==> config.mk <==
export PLATFORM = sky130hd
export DESIGN_NAME = ddr_ca_lane_ctrl_flat
export DESIGN_NICKNAME = d
export VERILOG_FILES = /design/src/rtl/ddr_ca_lane_ctrl_if.sv /design/src/rtl/ddr_ca_lane_ctrl.sv /design/src/flat_wrapper.sv
export SDC_FILE = /design/constraint.sdc
export NUM_CORES = 1
export LEC_CHECK = 0
export BUFFER_PORTS_ARGS = -buffer_cell sky130_fd_sc_hd__buf_2
export CAP_MARGIN = 5
export CORE_MARGIN = 5
export CORE_UTILIZATION = 50
export DETAILED_ROUTE_END_ITERATION = 6
export PLACE_DENSITY_LB_ADDON = 0.12
export SLEW_MARGIN = 0
export SYNTH_ARGS = -nofsm -noshare
export SYNTH_HDL_FRONTEND = slang
export SYNTH_SLANG_ARGS = --single-unit
==> constraint.sdc <==
create_clock -name FAB_CLK -period 7.6 [get_ports FAB_CLK]
set_input_delay 0.38 -clock FAB_CLK [delete_from_list [all_inputs] [get_ports FAB_CLK]]
set_output_delay 0.38 -clock FAB_CLK [all_outputs]
set_load 0.01 [all_outputs]
==> src/rtl/ddr_ca_lane_ctrl_if.sv <==
// Bus bundle between the fabric-side DDR CA lane controller and its neighbours.
// The master side is the fabric user plus the IOD pins that feed back into the
// controller. The slave side is the controller itself.
interface ddr_ca_lane_ctrl_if #(
    parameter int NUM_LANES = 3,
    parameter int SLOTS     = 4,
    parameter int TAP_W     = 8,
    parameter int LW        = (NUM_LANES > 1) ? $clog2(NUM_LANES) : 1
);
    // Transmit data path
    logic                          CMD_VALID;
    logic [NUM_LANES*SLOTS-1:0]    CMD_DATA;
    logic [NUM_LANES-1:0]          CMD_ODT;
    logic [NUM_LANES*SLOTS-1:0]    TX_DATA;
    logic [NUM_LANES*SLOTS-1:0]    OE_DATA;
    logic [NUM_LANES-1:0]          ODT_EN;

    // Delay adjust request/response
    logic                          ADJ_REQ;
    logic                          ADJ_READY;
    logic [LW-1:0]                 ADJ_LANE;
    logic                          ADJ_LOAD;
    logic                          ADJ_DIR;
    logic [TAP_W-1:0]              ADJ_STEPS;
    logic                          ADJ_DONE;
    logic                          ADJ_ERR;

    // Delay-line pins toward the IODs
    logic [NUM_LANES-1:0]          DELAY_LINE_MOVE;
    logic [NUM_LANES-1:0]          DELAY_LINE_DIRECTION;
    logic [NUM_LANES-1:0]          DELAY_LINE_LOAD;
    logic [NUM_LANES-1:0]          DELAY_LINE_OUT_OF_RANGE;

    // Tap tracking and status
    logic [NUM_LANES*TAP_W-1:0]    TAP_POS;
    logic [NUM_LANES-1:0]          OOR_STICKY;
    logic                          OOR_CLEAR;

    modport master (
        output CMD_VALID, CMD_DATA, CMD_ODT,
        output ADJ_REQ, ADJ_LANE, ADJ_LOAD, ADJ_DIR, ADJ_STEPS,
        output DELAY_LINE_OUT_OF_RANGE, OOR_CLEAR,
        input  TX_DATA, OE_DATA, ODT_EN,
        input  ADJ_READY, ADJ_DONE, ADJ_ERR,
        input  DELAY_LINE_MOVE, DELAY_LINE_DIRECTION, DELAY_LINE_LOAD,
        input  TAP_POS, OOR_STICKY
    );

    modport slave (
        input  CMD_VALID, CMD_DATA, CMD_ODT,
        input  ADJ_REQ, ADJ_LANE, ADJ_LOAD, ADJ_DIR, ADJ_STEPS,
        input  DELAY_LINE_OUT_OF_RANGE, OOR_CLEAR,
        output TX_DATA, OE_DATA, ODT_EN,
        output ADJ_READY, ADJ_DONE, ADJ_ERR,
        output DELAY_LINE_MOVE, DELAY_LINE_DIRECTION, DELAY_LINE_LOAD,
        output TAP_POS, OOR_STICKY
    );
endinterface

==> src/rtl/ddr_ca_lane_ctrl.sv <==
// Fabric-side controller for a group of DDR3 address/command output lanes.
// Registers the per-lane 4:1 transmit words and enables, and sequences
// dynamic delay-line adjustments (load / move / direction) one lane at a time
// while tracking each lane's tap position and out-of-range status.
module ddr_ca_lane_ctrl #(
    parameter int NUM_LANES = 3,
    parameter int SLOTS     = 4,
    parameter int TAP_W     = 8,
    parameter int TAP_MAX   = 127,
    parameter int TAP_INIT  = 1,
    parameter int MOVE_GAP  = 4,
    parameter int OE_IDLE   = 1
) (
    input  logic                     FAB_CLK,
    input  logic                     ARST_N,
    ddr_ca_lane_ctrl_if.slave        bus
);

    localparam int LW = (NUM_LANES > 1) ? $clog2(NUM_LANES) : 1;
    localparam int NS = NUM_LANES * SLOTS;
    localparam int GW = (MOVE_GAP > 1) ? $clog2(MOVE_GAP) : 1;

    localparam logic [TAP_W-1:0] TAP_MAX_T  = TAP_W'(TAP_MAX);
    localparam logic [TAP_W-1:0] TAP_INIT_T = TAP_W'(TAP_INIT);
    localparam logic [GW-1:0]    GAP_LAST   = GW'(MOVE_GAP - 1);
    localparam logic [LW:0]      LANES_T    = (LW+1)'(NUM_LANES);
    localparam logic [NS-1:0]    OE_IDLE_T  = (OE_IDLE != 0) ? '1 : '0;

    typedef enum logic [2:0] {
        S_IDLE,
        S_SETUP,
        S_MOVE,
        S_GAP,
        S_LOAD,
        S_DONE
    } state_t;

    // A move is only legal while the tracked tap stays inside 0..TAP_MAX.
    function automatic logic move_legal(input logic [TAP_W-1:0] tap, input logic dir);
        if (dir)
            move_legal = (tap < TAP_MAX_T);
        else
            move_legal = (tap != '0);
    endfunction

    // Next tap position after one legal move in the given direction.
    function automatic logic [TAP_W-1:0] tap_step(input logic [TAP_W-1:0] tap, input logic dir);
        if (dir)
            tap_step = tap + 1'b1;
        else
            tap_step = tap - 1'b1;
    endfunction

    // ---------------------------------------------------------------------
    // Transmit data path
    // ---------------------------------------------------------------------
    logic [NS-1:0]        tx_p1;
    logic [NS-1:0]        oe_p1;
    logic [NUM_LANES-1:0] odt_p1;

    // One-cycle register stage from the fabric command word to the IODs.
    always_ff @(posedge FAB_CLK or negedge ARST_N) begin
        if (!ARST_N) begin
            tx_p1  <= '0;
            oe_p1  <= '0;
            odt_p1 <= '0;
        end else begin
            if (bus.CMD_VALID) begin
                tx_p1 <= bus.CMD_DATA;
                oe_p1 <= '1;
            end else begin
                tx_p1 <= '0;
                oe_p1 <= OE_IDLE_T;
            end
            odt_p1 <= bus.CMD_ODT;
        end
    end

    assign bus.TX_DATA = tx_p1;
    assign bus.OE_DATA = oe_p1;
    assign bus.ODT_EN  = odt_p1;

    // ---------------------------------------------------------------------
    // Delay adjust sequencer
    // ---------------------------------------------------------------------
    state_t               state;
    logic [LW-1:0]        lane_q;
    logic                 dir_q;
    logic [TAP_W-1:0]     remain_q;
    logic [GW-1:0]        gap_q;
    logic                 done_r;
    logic                 err_r;
    logic [NUM_LANES-1:0] move_r;
    logic [NUM_LANES-1:0] load_r;
    logic [NUM_LANES-1:0] dir_r;
    logic [TAP_W-1:0]     tap_q [NUM_LANES];
    logic                 lane_bad;

    // Lane numbers past the last implemented lane are rejected up front.
    assign lane_bad = ({1'b0, bus.ADJ_LANE} >= LANES_T);

    // Adjust FSM with registered pulse outputs. A move pulse is armed on the
    // edge into MOVE only when the step is legal, so in MOVE the pulse bit
    // itself tells whether the step happened or the request must abort.
    always_ff @(posedge FAB_CLK or negedge ARST_N) begin
        if (!ARST_N) begin
            state    <= S_IDLE;
            lane_q   <= '0;
            dir_q    <= 1'b0;
            remain_q <= '0;
            gap_q    <= '0;
            done_r   <= 1'b0;
            err_r    <= 1'b0;
            move_r   <= '0;
            load_r   <= '0;
            dir_r    <= '0;
            for (int l = 0; l < NUM_LANES; l++) begin
                tap_q[l] <= TAP_INIT_T;
            end
        end else begin
            done_r <= 1'b0;
            err_r  <= 1'b0;
            move_r <= '0;
            load_r <= '0;
            case (state)
                S_IDLE: begin
                    if (bus.ADJ_REQ) begin
                        lane_q   <= bus.ADJ_LANE;
                        dir_q    <= bus.ADJ_DIR;
                        remain_q <= bus.ADJ_STEPS;
                        if (lane_bad) begin
                            state  <= S_DONE;
                            done_r <= 1'b1;
                            err_r  <= 1'b1;
                        end else if (bus.ADJ_LOAD) begin
                            state                 <= S_LOAD;
                            load_r[bus.ADJ_LANE]  <= 1'b1;
                            remain_q              <= '0;
                        end else if (bus.ADJ_STEPS == '0) begin
                            state  <= S_DONE;
                            done_r <= 1'b1;
                        end else begin
                            state                <= S_SETUP;
                            dir_r[bus.ADJ_LANE]  <= bus.ADJ_DIR;
                        end
                    end
                end
                S_SETUP: begin
                    state <= S_MOVE;
                    if (move_legal(tap_q[lane_q], dir_q))
                        move_r[lane_q] <= 1'b1;
                end
                S_MOVE: begin
                    if (move_r[lane_q]) begin
                        tap_q[lane_q] <= tap_step(tap_q[lane_q], dir_q);
                        remain_q      <= remain_q - 1'b1;
                        gap_q         <= GAP_LAST;
                        state         <= S_GAP;
                    end else begin
                        state  <= S_DONE;
                        done_r <= 1'b1;
                        err_r  <= 1'b1;
                    end
                end
                S_LOAD: begin
                    tap_q[lane_q] <= TAP_INIT_T;
                    gap_q         <= GAP_LAST;
                    state         <= S_GAP;
                end
                S_GAP: begin
                    if (bus.DELAY_LINE_OUT_OF_RANGE[lane_q]) begin
                        state  <= S_DONE;
                        done_r <= 1'b1;
                        err_r  <= 1'b1;
                    end else if (gap_q == '0) begin
                        if (remain_q != '0) begin
                            state <= S_MOVE;
                            if (move_legal(tap_q[lane_q], dir_q))
                                move_r[lane_q] <= 1'b1;
                        end else begin
                            state  <= S_DONE;
                            done_r <= 1'b1;
                        end
                    end else begin
                        gap_q <= gap_q - 1'b1;
                    end
                end
                S_DONE: begin
                    state <= S_IDLE;
                end
                default: begin
                    state <= S_IDLE;
                end
            endcase
        end
    end

    assign bus.ADJ_READY            = (state == S_IDLE);
    assign bus.ADJ_DONE             = done_r;
    assign bus.ADJ_ERR              = err_r;
    assign bus.DELAY_LINE_MOVE      = move_r;
    assign bus.DELAY_LINE_LOAD      = load_r;
    assign bus.DELAY_LINE_DIRECTION = dir_r;

    // ---------------------------------------------------------------------
    // Out-of-range status
    // ---------------------------------------------------------------------
    logic [NUM_LANES-1:0] oor_sticky_q;

    // Sticky capture of the IOD range flags; a fresh flag beats a clear.
    always_ff @(posedge FAB_CLK or negedge ARST_N) begin
        if (!ARST_N)
            oor_sticky_q <= '0;
        else
            oor_sticky_q <= (oor_sticky_q & ~{NUM_LANES{bus.OOR_CLEAR}})
                            | bus.DELAY_LINE_OUT_OF_RANGE;
    end

    assign bus.OOR_STICKY = oor_sticky_q;

    // ---------------------------------------------------------------------
    // Tap position export
    // ---------------------------------------------------------------------
    logic [NUM_LANES*TAP_W-1:0] tap_flat;

    // Flatten the per-lane tap trackers, lane 0 in the low bits.
    always_comb begin
        tap_flat = '0;
        for (int l = 0; l < NUM_LANES; l++) begin
            tap_flat[l*TAP_W +: TAP_W] = tap_q[l];
        end
    end

    assign bus.TAP_POS = tap_flat;

endmodule

==> src/flat_wrapper.sv <==
// flat-port wrapper written by rule: the top's interface ports become plain ports
module ddr_ca_lane_ctrl_flat 
#(
    parameter int NUM_LANES = 3,
    parameter int SLOTS     = 4,
    parameter int TAP_W     = 8,
    parameter int TAP_MAX   = 127,
    parameter int TAP_INIT  = 1,
    parameter int MOVE_GAP  = 4,
    parameter int OE_IDLE   = 1
)
  (FAB_CLK, ARST_N, bus_CMD_VALID, bus_CMD_DATA, bus_CMD_ODT, bus_ADJ_REQ, bus_ADJ_LANE, bus_ADJ_LOAD, bus_ADJ_DIR, bus_ADJ_STEPS, bus_DELAY_LINE_OUT_OF_RANGE, bus_OOR_CLEAR, bus_TX_DATA, bus_OE_DATA, bus_ODT_EN, bus_ADJ_READY, bus_ADJ_DONE, bus_ADJ_ERR, bus_DELAY_LINE_MOVE, bus_DELAY_LINE_DIRECTION, bus_DELAY_LINE_LOAD, bus_TAP_POS, bus_OOR_STICKY);
  ddr_ca_lane_ctrl_if #(.NUM_LANES(NUM_LANES), .SLOTS(SLOTS), .TAP_W(TAP_W)) bus_i ();
  input  logic FAB_CLK;
  input  logic ARST_N;
  input wire logic [$bits(bus_i.CMD_VALID)-1:0] bus_CMD_VALID;
  input wire logic [$bits(bus_i.CMD_DATA)-1:0] bus_CMD_DATA;
  input wire logic [$bits(bus_i.CMD_ODT)-1:0] bus_CMD_ODT;
  input wire logic [$bits(bus_i.ADJ_REQ)-1:0] bus_ADJ_REQ;
  input wire logic [$bits(bus_i.ADJ_LANE)-1:0] bus_ADJ_LANE;
  input wire logic [$bits(bus_i.ADJ_LOAD)-1:0] bus_ADJ_LOAD;
  input wire logic [$bits(bus_i.ADJ_DIR)-1:0] bus_ADJ_DIR;
  input wire logic [$bits(bus_i.ADJ_STEPS)-1:0] bus_ADJ_STEPS;
  input wire logic [$bits(bus_i.DELAY_LINE_OUT_OF_RANGE)-1:0] bus_DELAY_LINE_OUT_OF_RANGE;
  input wire logic [$bits(bus_i.OOR_CLEAR)-1:0] bus_OOR_CLEAR;
  output wire logic [$bits(bus_i.TX_DATA)-1:0] bus_TX_DATA;
  output wire logic [$bits(bus_i.OE_DATA)-1:0] bus_OE_DATA;
  output wire logic [$bits(bus_i.ODT_EN)-1:0] bus_ODT_EN;
  output wire logic [$bits(bus_i.ADJ_READY)-1:0] bus_ADJ_READY;
  output wire logic [$bits(bus_i.ADJ_DONE)-1:0] bus_ADJ_DONE;
  output wire logic [$bits(bus_i.ADJ_ERR)-1:0] bus_ADJ_ERR;
  output wire logic [$bits(bus_i.DELAY_LINE_MOVE)-1:0] bus_DELAY_LINE_MOVE;
  output wire logic [$bits(bus_i.DELAY_LINE_DIRECTION)-1:0] bus_DELAY_LINE_DIRECTION;
  output wire logic [$bits(bus_i.DELAY_LINE_LOAD)-1:0] bus_DELAY_LINE_LOAD;
  output wire logic [$bits(bus_i.TAP_POS)-1:0] bus_TAP_POS;
  output wire logic [$bits(bus_i.OOR_STICKY)-1:0] bus_OOR_STICKY;
  assign bus_i.CMD_VALID = bus_CMD_VALID;
  assign bus_i.CMD_DATA = bus_CMD_DATA;
  assign bus_i.CMD_ODT = bus_CMD_ODT;
  assign bus_i.ADJ_REQ = bus_ADJ_REQ;
  assign bus_i.ADJ_LANE = bus_ADJ_LANE;
  assign bus_i.ADJ_LOAD = bus_ADJ_LOAD;
  assign bus_i.ADJ_DIR = bus_ADJ_DIR;
  assign bus_i.ADJ_STEPS = bus_ADJ_STEPS;
  assign bus_i.DELAY_LINE_OUT_OF_RANGE = bus_DELAY_LINE_OUT_OF_RANGE;
  assign bus_i.OOR_CLEAR = bus_OOR_CLEAR;
  assign bus_TX_DATA = bus_i.TX_DATA;
  assign bus_OE_DATA = bus_i.OE_DATA;
  assign bus_ODT_EN = bus_i.ODT_EN;
  assign bus_ADJ_READY = bus_i.ADJ_READY;
  assign bus_ADJ_DONE = bus_i.ADJ_DONE;
  assign bus_ADJ_ERR = bus_i.ADJ_ERR;
  assign bus_DELAY_LINE_MOVE = bus_i.DELAY_LINE_MOVE;
  assign bus_DELAY_LINE_DIRECTION = bus_i.DELAY_LINE_DIRECTION;
  assign bus_DELAY_LINE_LOAD = bus_i.DELAY_LINE_LOAD;
  assign bus_TAP_POS = bus_i.TAP_POS;
  assign bus_OOR_STICKY = bus_i.OOR_STICKY;
  ddr_ca_lane_ctrl #(.NUM_LANES(NUM_LANES), .SLOTS(SLOTS), .TAP_W(TAP_W), .TAP_MAX(TAP_MAX), .TAP_INIT(TAP_INIT), .MOVE_GAP(MOVE_GAP), .OE_IDLE(OE_IDLE)) u_core (.FAB_CLK(FAB_CLK), .ARST_N(ARST_N), .bus(bus_i));
endmodule
======== Yosys cells after proc, flatten, opt, wreduce, memory -nomap -nowiden ========
Index checks and enable logic that the tools add are counted.
storage, ports and cells
  flip-flop bits (word level) ............. 70
  logic and storage cells ................. 133
operators by class
  $add $sub $neg .......................... 4
  order comparisons ....................... 8
  eq/ne operators ......................... 9
  mux-type cells .......................... 68
  bitwise operators ....................... 10
  reductions and logical operators ........ 17
operator list
  cell                                                                   number
  8-bit two-way mux                                                      10
  3-bit two-way mux                                                      17
  24-bit case mux with 2 select lines                                    1
  24-bit bitwise mux                                                     1
  24-bit two-way mux                                                     1
  21-bit AND                                                             1
  1-bit two-way mux                                                      21
  21-bit NOT                                                             1
  8-bit binary-select mux with 2-bit select                              1
  8-bit demux with 2-bit select                                          1
  8-bit case mux with 2 select lines                                     1
  8-bit nonzero test                                                     2
  8-bit by 1-bit subtractor with 8-bit output, second input constant     2
  3-bit case mux with 5 select lines                                     1
  12-bit two-way mux                                                     1
  8-bit by 1-bit adder with 8-bit output, second input constant          1
  8-bit logical NOT                                                      1
  8-bit by 7-bit < comparator with 1-bit output, second input constant   1
  3-bit by 2-bit equality test with 1-bit output, second input constant  2
  2-bit by 3-bit < comparator with 1-bit output, second input constant   2
  2-bit two-way mux                                                      3
  2-bit inequality test, second input constant                           3
  3-bit OR                                                               2
  1-bit case mux with 3 select lines                                     2
  other kinds (27)                                                       37

======== Logic depth before layout (Yosys ltp) ========
  depth after elaboration ................. 15
  depth in mapped cells ................... 12

======== Worst setup path before layout ========
No wires, ideal clock.
  kind .................................... register to register
  from .................................... reg u_core.lane_q[1]
  to ...................................... reg u_core.tap_q (netlist bit u_core.bus.TAP_POS[14])
  setup time .............................. 0.121 ns
  data arrival time ....................... 2.418 ns
  data required time ...................... 7.479 ns
  slack ................................... 5.061 ns
  stages on the path, launching flop included .. 11
  path buffers ............................ 2
  cell sequence ........................... dfrtp_1 > buf_6 > buf_4 > mux2i_1 > o2bb2ai_1 > ha_1 > nor2b_1 > o31a_1 > or4_1 > and3_1 > a22o_1
between the ends
  cells in the longest elaborated chain, start to end .. 11
  elaborated cells on any way between the ends .. 23
RTL lines
  what                                                                                                          line                                              source
  start, declared                                                                                               ddr_ca_lane_ctrl.sv:87                            logic [LW-1:0] lane_q;
  start signal, assigned                                                                                        ddr_ca_lane_ctrl.sv:128                           lane_q <= bus.ADJ_LANE;
  2-bit NOT with 3-bit output (not written as such)                                                             ddr_ca_lane_ctrl.sv:155, ddr_ca_lane_ctrl.sv:166
  8-bit binary-select mux with 2-bit select                                                                     ddr_ca_lane_ctrl.sv:155                           tap_q[lane_q] <= tap_step(tap_q[lane_q], dir_q);
  8-bit two-way mux (not written as such) (2 in a row)                                                          ddr_ca_lane_ctrl.sv:155
  8-bit by 1-bit subtractor with 8-bit output / 8-bit by 1-bit adder with 8-bit output (equally long branches)  ddr_ca_lane_ctrl.sv:51, ddr_ca_lane_ctrl.sv:49
  8-bit two-way mux                                                                                             ddr_ca_lane_ctrl.sv:48                            if (dir)
  8-bit two-way mux                                                                                             ddr_ca_lane_ctrl.sv:154                           if (move_r[lane_q]) begin
  8-bit two-way mux                                                                                             ddr_ca_lane_ctrl.sv:125                           case (state)
  24-bit bitwise mux                                                                                            ddr_ca_lane_ctrl.sv:155
  24-bit two-way mux                                                                                            ddr_ca_lane_ctrl.sv:154
  24-bit case mux with 2 select lines                                                                           ddr_ca_lane_ctrl.sv:125
  end signal, assigned by index                                                                                 ddr_ca_lane_ctrl.sv:155
  end, declared                                                                                                 ddr_ca_lane_ctrl.sv:96                            logic [TAP_W-1:0] tap_q [NUM_LANES];
Several ways; a longest one is shown, not always the timed one. The select of a mux whose other input is x is not followed.
A chain may end at the register's enable or synchronous reset.

======== Worst setup path after layout ========
  from .................................... reg u_core.lane_q[0]
  to ...................................... reg u_core.tap_q (netlist bit u_core.bus.TAP_POS[6])
The elaborated chain is that of the path after synthesis.

==> reports/results.ini <==
[worst_setup_path]
worstPathMaxFanout=19
endpoint_kind=flip-flop
r2r_end=u_core.bus.TAP_POS[6]
arrival_ns=3.71
r2r_start=u_core.lane_q[0]
start_kind=flip-flop
ff2ff_path_depth=8
crit_type=flip-flop to flip-flop
rrSetupSlack_ns=4.14
required_ns=7.85

[cts]
clk_path_buf_depth=2
hold_buffers=0
clk_pin_slew_ns=0.08
clock-sinks=70
cts_resized=0
clock_latency_ns=0.36
htreeDepth=3
post-cts-setup-buffers=0
tritoncts=done
root_buffer=clkbuf_8
cts_buffers=9

[floorplan]
dieHeight_um=97.4
die_area_um2=9480
start_util_pct=52.1
core-area_um2=7330
rows=31
ioPinCount=101
die_x_um=97.4

[finish]
num-nets-final=505
diodes=0
layout-drive-gt1-share_pct=29.5
layout_commonest_cell=buf_2
fillers=658
layout_common_cells=buf_2 (100), dfrtp_1 (67), o21ai_0 (29)
postLayoutCellArea_um2=4460
area_delta_synth_final_pct=16.9

[place]
port-buffer-count=100
dpl_cell_area_um2=4270
hpwl_um=6980
gp_congestion=0.935

[detailed_routing]
drc=0
drtPass1Iterations=5
vias=3236
wl_per_cell_um=16.8
via_per_inst=5.74
routed_wirelength_um=9470
drt_iter0_markers=216
ant_nets=0

[grt]
grt.overflow.total=0
antenna_found_initial=0
grt_start_max_net_pins=71
grt_usage_pct=20.2
first_global_vias=3122
grt_pass1_wl_um=15600

[hold_path]
min_from=bus_CMD_ODT[2]
min_path_cells=1
hold_end=u_core.bus.ODT_EN[2]
min-delay-path-class=primary input to flip-flop

[timing]
final.setup.tns_ns=0
setup_viol=0
fmax_mhz=289
report.final.slew_viol_count=0
skew_ns=0.00963
post-route-period-util_pct=45.5
tightestPinTransition_ns=0.940
rsz0062_at_grt=no
hold_viol=0
finalCriticalPeriod_ns=3.46
slew_headroom_pct=37.1

[logic_synthesis]
netlist_instances=375
synth.distinct_cells=62
synth-seq-cells=70
yosysWarnings=0
synth_ff_type=dfrtp_1
synth_area_um2=3820
yosysSeqAreaShare_pct=46.0
synth_nets=420
synth_edf_count=0
syn_avg_cell_area_um2=10.2
async_flop_share_pct=100

[power_and_ir_drop]
ir_drop_mv=0.155
power.leakage_uw=0.00218
power_density_nw_per_um2=402

[flow_run]
maxCapViolCount=0

[run_status]
status=finished clean

[metal layers]
metal  wire [um]  track usage [%]  vias to the layer above  share of wire, %
met5           0                0                        -                 0
met4          99             7.24                        0               1.0
met3         602             4.24                        9               6.4
met2        4920             35.1                      113                52
met1        3850             24.9                     1569                41
li1            -                -                     1545                 -
[power by group]
group	switching, uW	total [uW]	internal, uW
logic	530	876	345
clock network	151	305	154
registers	134	615	481
[layout make-up]
type / count / area, um2 / area share, %
Inverter: 15 / 56.3 / 1.26
Multi-Input combinational cell: 263 / 1820 / 40.9
Clock inverter: 6 / 68.8 / 1.54
Clock buffer: 10 / 128 / 2.86
Tap cell: 99 / 124 / 2.77
Sequential cell: 70 / 1760 / 39.3
Timing Repair Buffer: 101 / 508 / 11.4
[sequential cells by signal, indices dropped and copies added, names as in the netlist]
signal	count
u_core.bus.DELAY_LINE_DIRECTION	3
u_core.bus.TAP_POS	24
u_core.bus.OE_DATA	1
u_core.bus.ODT_EN	3
u_core.bus.OOR_STICKY	3
u_core.bus.ADJ_DONE	1
u_core.lane_q	2
u_core.bus.DELAY_LINE_LOAD	3
u_core.dir_q	1
u_core.gap_q	2
u_core.bus.DELAY_LINE_MOVE	3
u_core.bus.TX_DATA	12
u_core.remain_q	8
u_core.bus.ADJ_ERR	1
u_core.state	3
[cells in the mapped netlist, types with 3 or more instances]
cell / count / share of area, %
inv_1: 15 / 1.5
nand4_1: 5 / 0.82
dfstp_2: 3 / 2.1
nor4b_1: 5 / 1.1
a32oi_1: 8 / 1.8
mux2_2: 3 / 0.88
nand3b_1: 4 / 0.79
and2_1: 14 / 2.3
nand2_1: 27 / 2.7
a21oi_1: 14 / 1.8
clkbuf_1: 3 / 0.29
o2bb2ai_1: 5 / 1.1
nor2_1: 17 / 1.7
or4_1: 3 / 0.59
a22o_1: 13 / 3.0
a2111o_1: 3 / 0.88
a211oi_1: 3 / 0.59
ha_1: 9 / 2.9
and3_1: 4 / 0.66
buf_6: 3 / 0.88
nor4_1: 4 / 0.66
mux2i_1: 10 / 2.6
nor3_1: 12 / 1.6
a21o_1: 5 / 0.98
dfrtp_1: 67 / 44
o21ai_0: 29 / 3.8
a31oi_1: 6 / 0.98
nand3_1: 11 / 1.4
o211ai_2: 4 / 1.3
nor2b_1: 7 / 1.1
buf_4: 13 / 2.6
nor3b_1: 3 / 0.59
buf_2: 7 / 0.92
o31ai_1: 3 / 0.59
[stage by stage]
step | power (uW) | utilization [%] | worst slack (ns) | hold WS, ns | std cells
floorplan | 1260 | - | 5.06 | 0.0844 | 375
detailed placement | 1490 | 58.2 | 4.22 | 0.463 | 548
global route | 1940 | 60.9 | 3.96 | 0.110 | 564
CTS | 1800 | 60.9 | 4.18 | 0.116 | 564
finish | 1800 | 60.9 | 4.14 | 0.123 | 564
global placement | 1470 | 58.2 | 4.43 | 0.459 | 548
[worst max-delay path, cell delays in order, from the launching register on]
cell and delay (ns):
dfrtp_1 0.77, nor2b_1 0.75, o2bb2ai_1 0.26, ha_1 0.33, nor2b_1 0.17, o31a_1 0.27
or4_1 0.39, and3_1 0.20, a22o_1 0.21
[worst max-delay path by stage]
stage,startpoint,end,slack [ns],depth (start not counted)
2_1_floorplan,u_core.lane_q[1],u_core.bus.TAP_POS[14],5.06,10
3_3_place_gp,u_core.lane_q[0],u_core.bus.TAP_POS[6],4.43,8
3_5_place_dp,u_core.lane_q[0],u_core.bus.TAP_POS[6],4.22,8
4_1_cts,u_core.lane_q[0],u_core.bus.TAP_POS[6],4.18,8
5_1_grt,u_core.lane_q[0],u_core.bus.TAP_POS[23],3.96,7
6_report,u_core.lane_q[0],u_core.bus.TAP_POS[6],4.14,8
[logic make-up after synthesis]
logic type	count (synthesis)	share of synthesized area (%)
DFF	70	46.0
adders and majority gates	10	3.47
xor gates and xnor gates	2	0.459
buffers and inverters	42	6.26
AOI/OAI and AO/OA	110	21.1
muxes	14	3.90
other	1	0.0982
and+or+nand+nor	126	18.8
(Power assumes the default switching activity.)
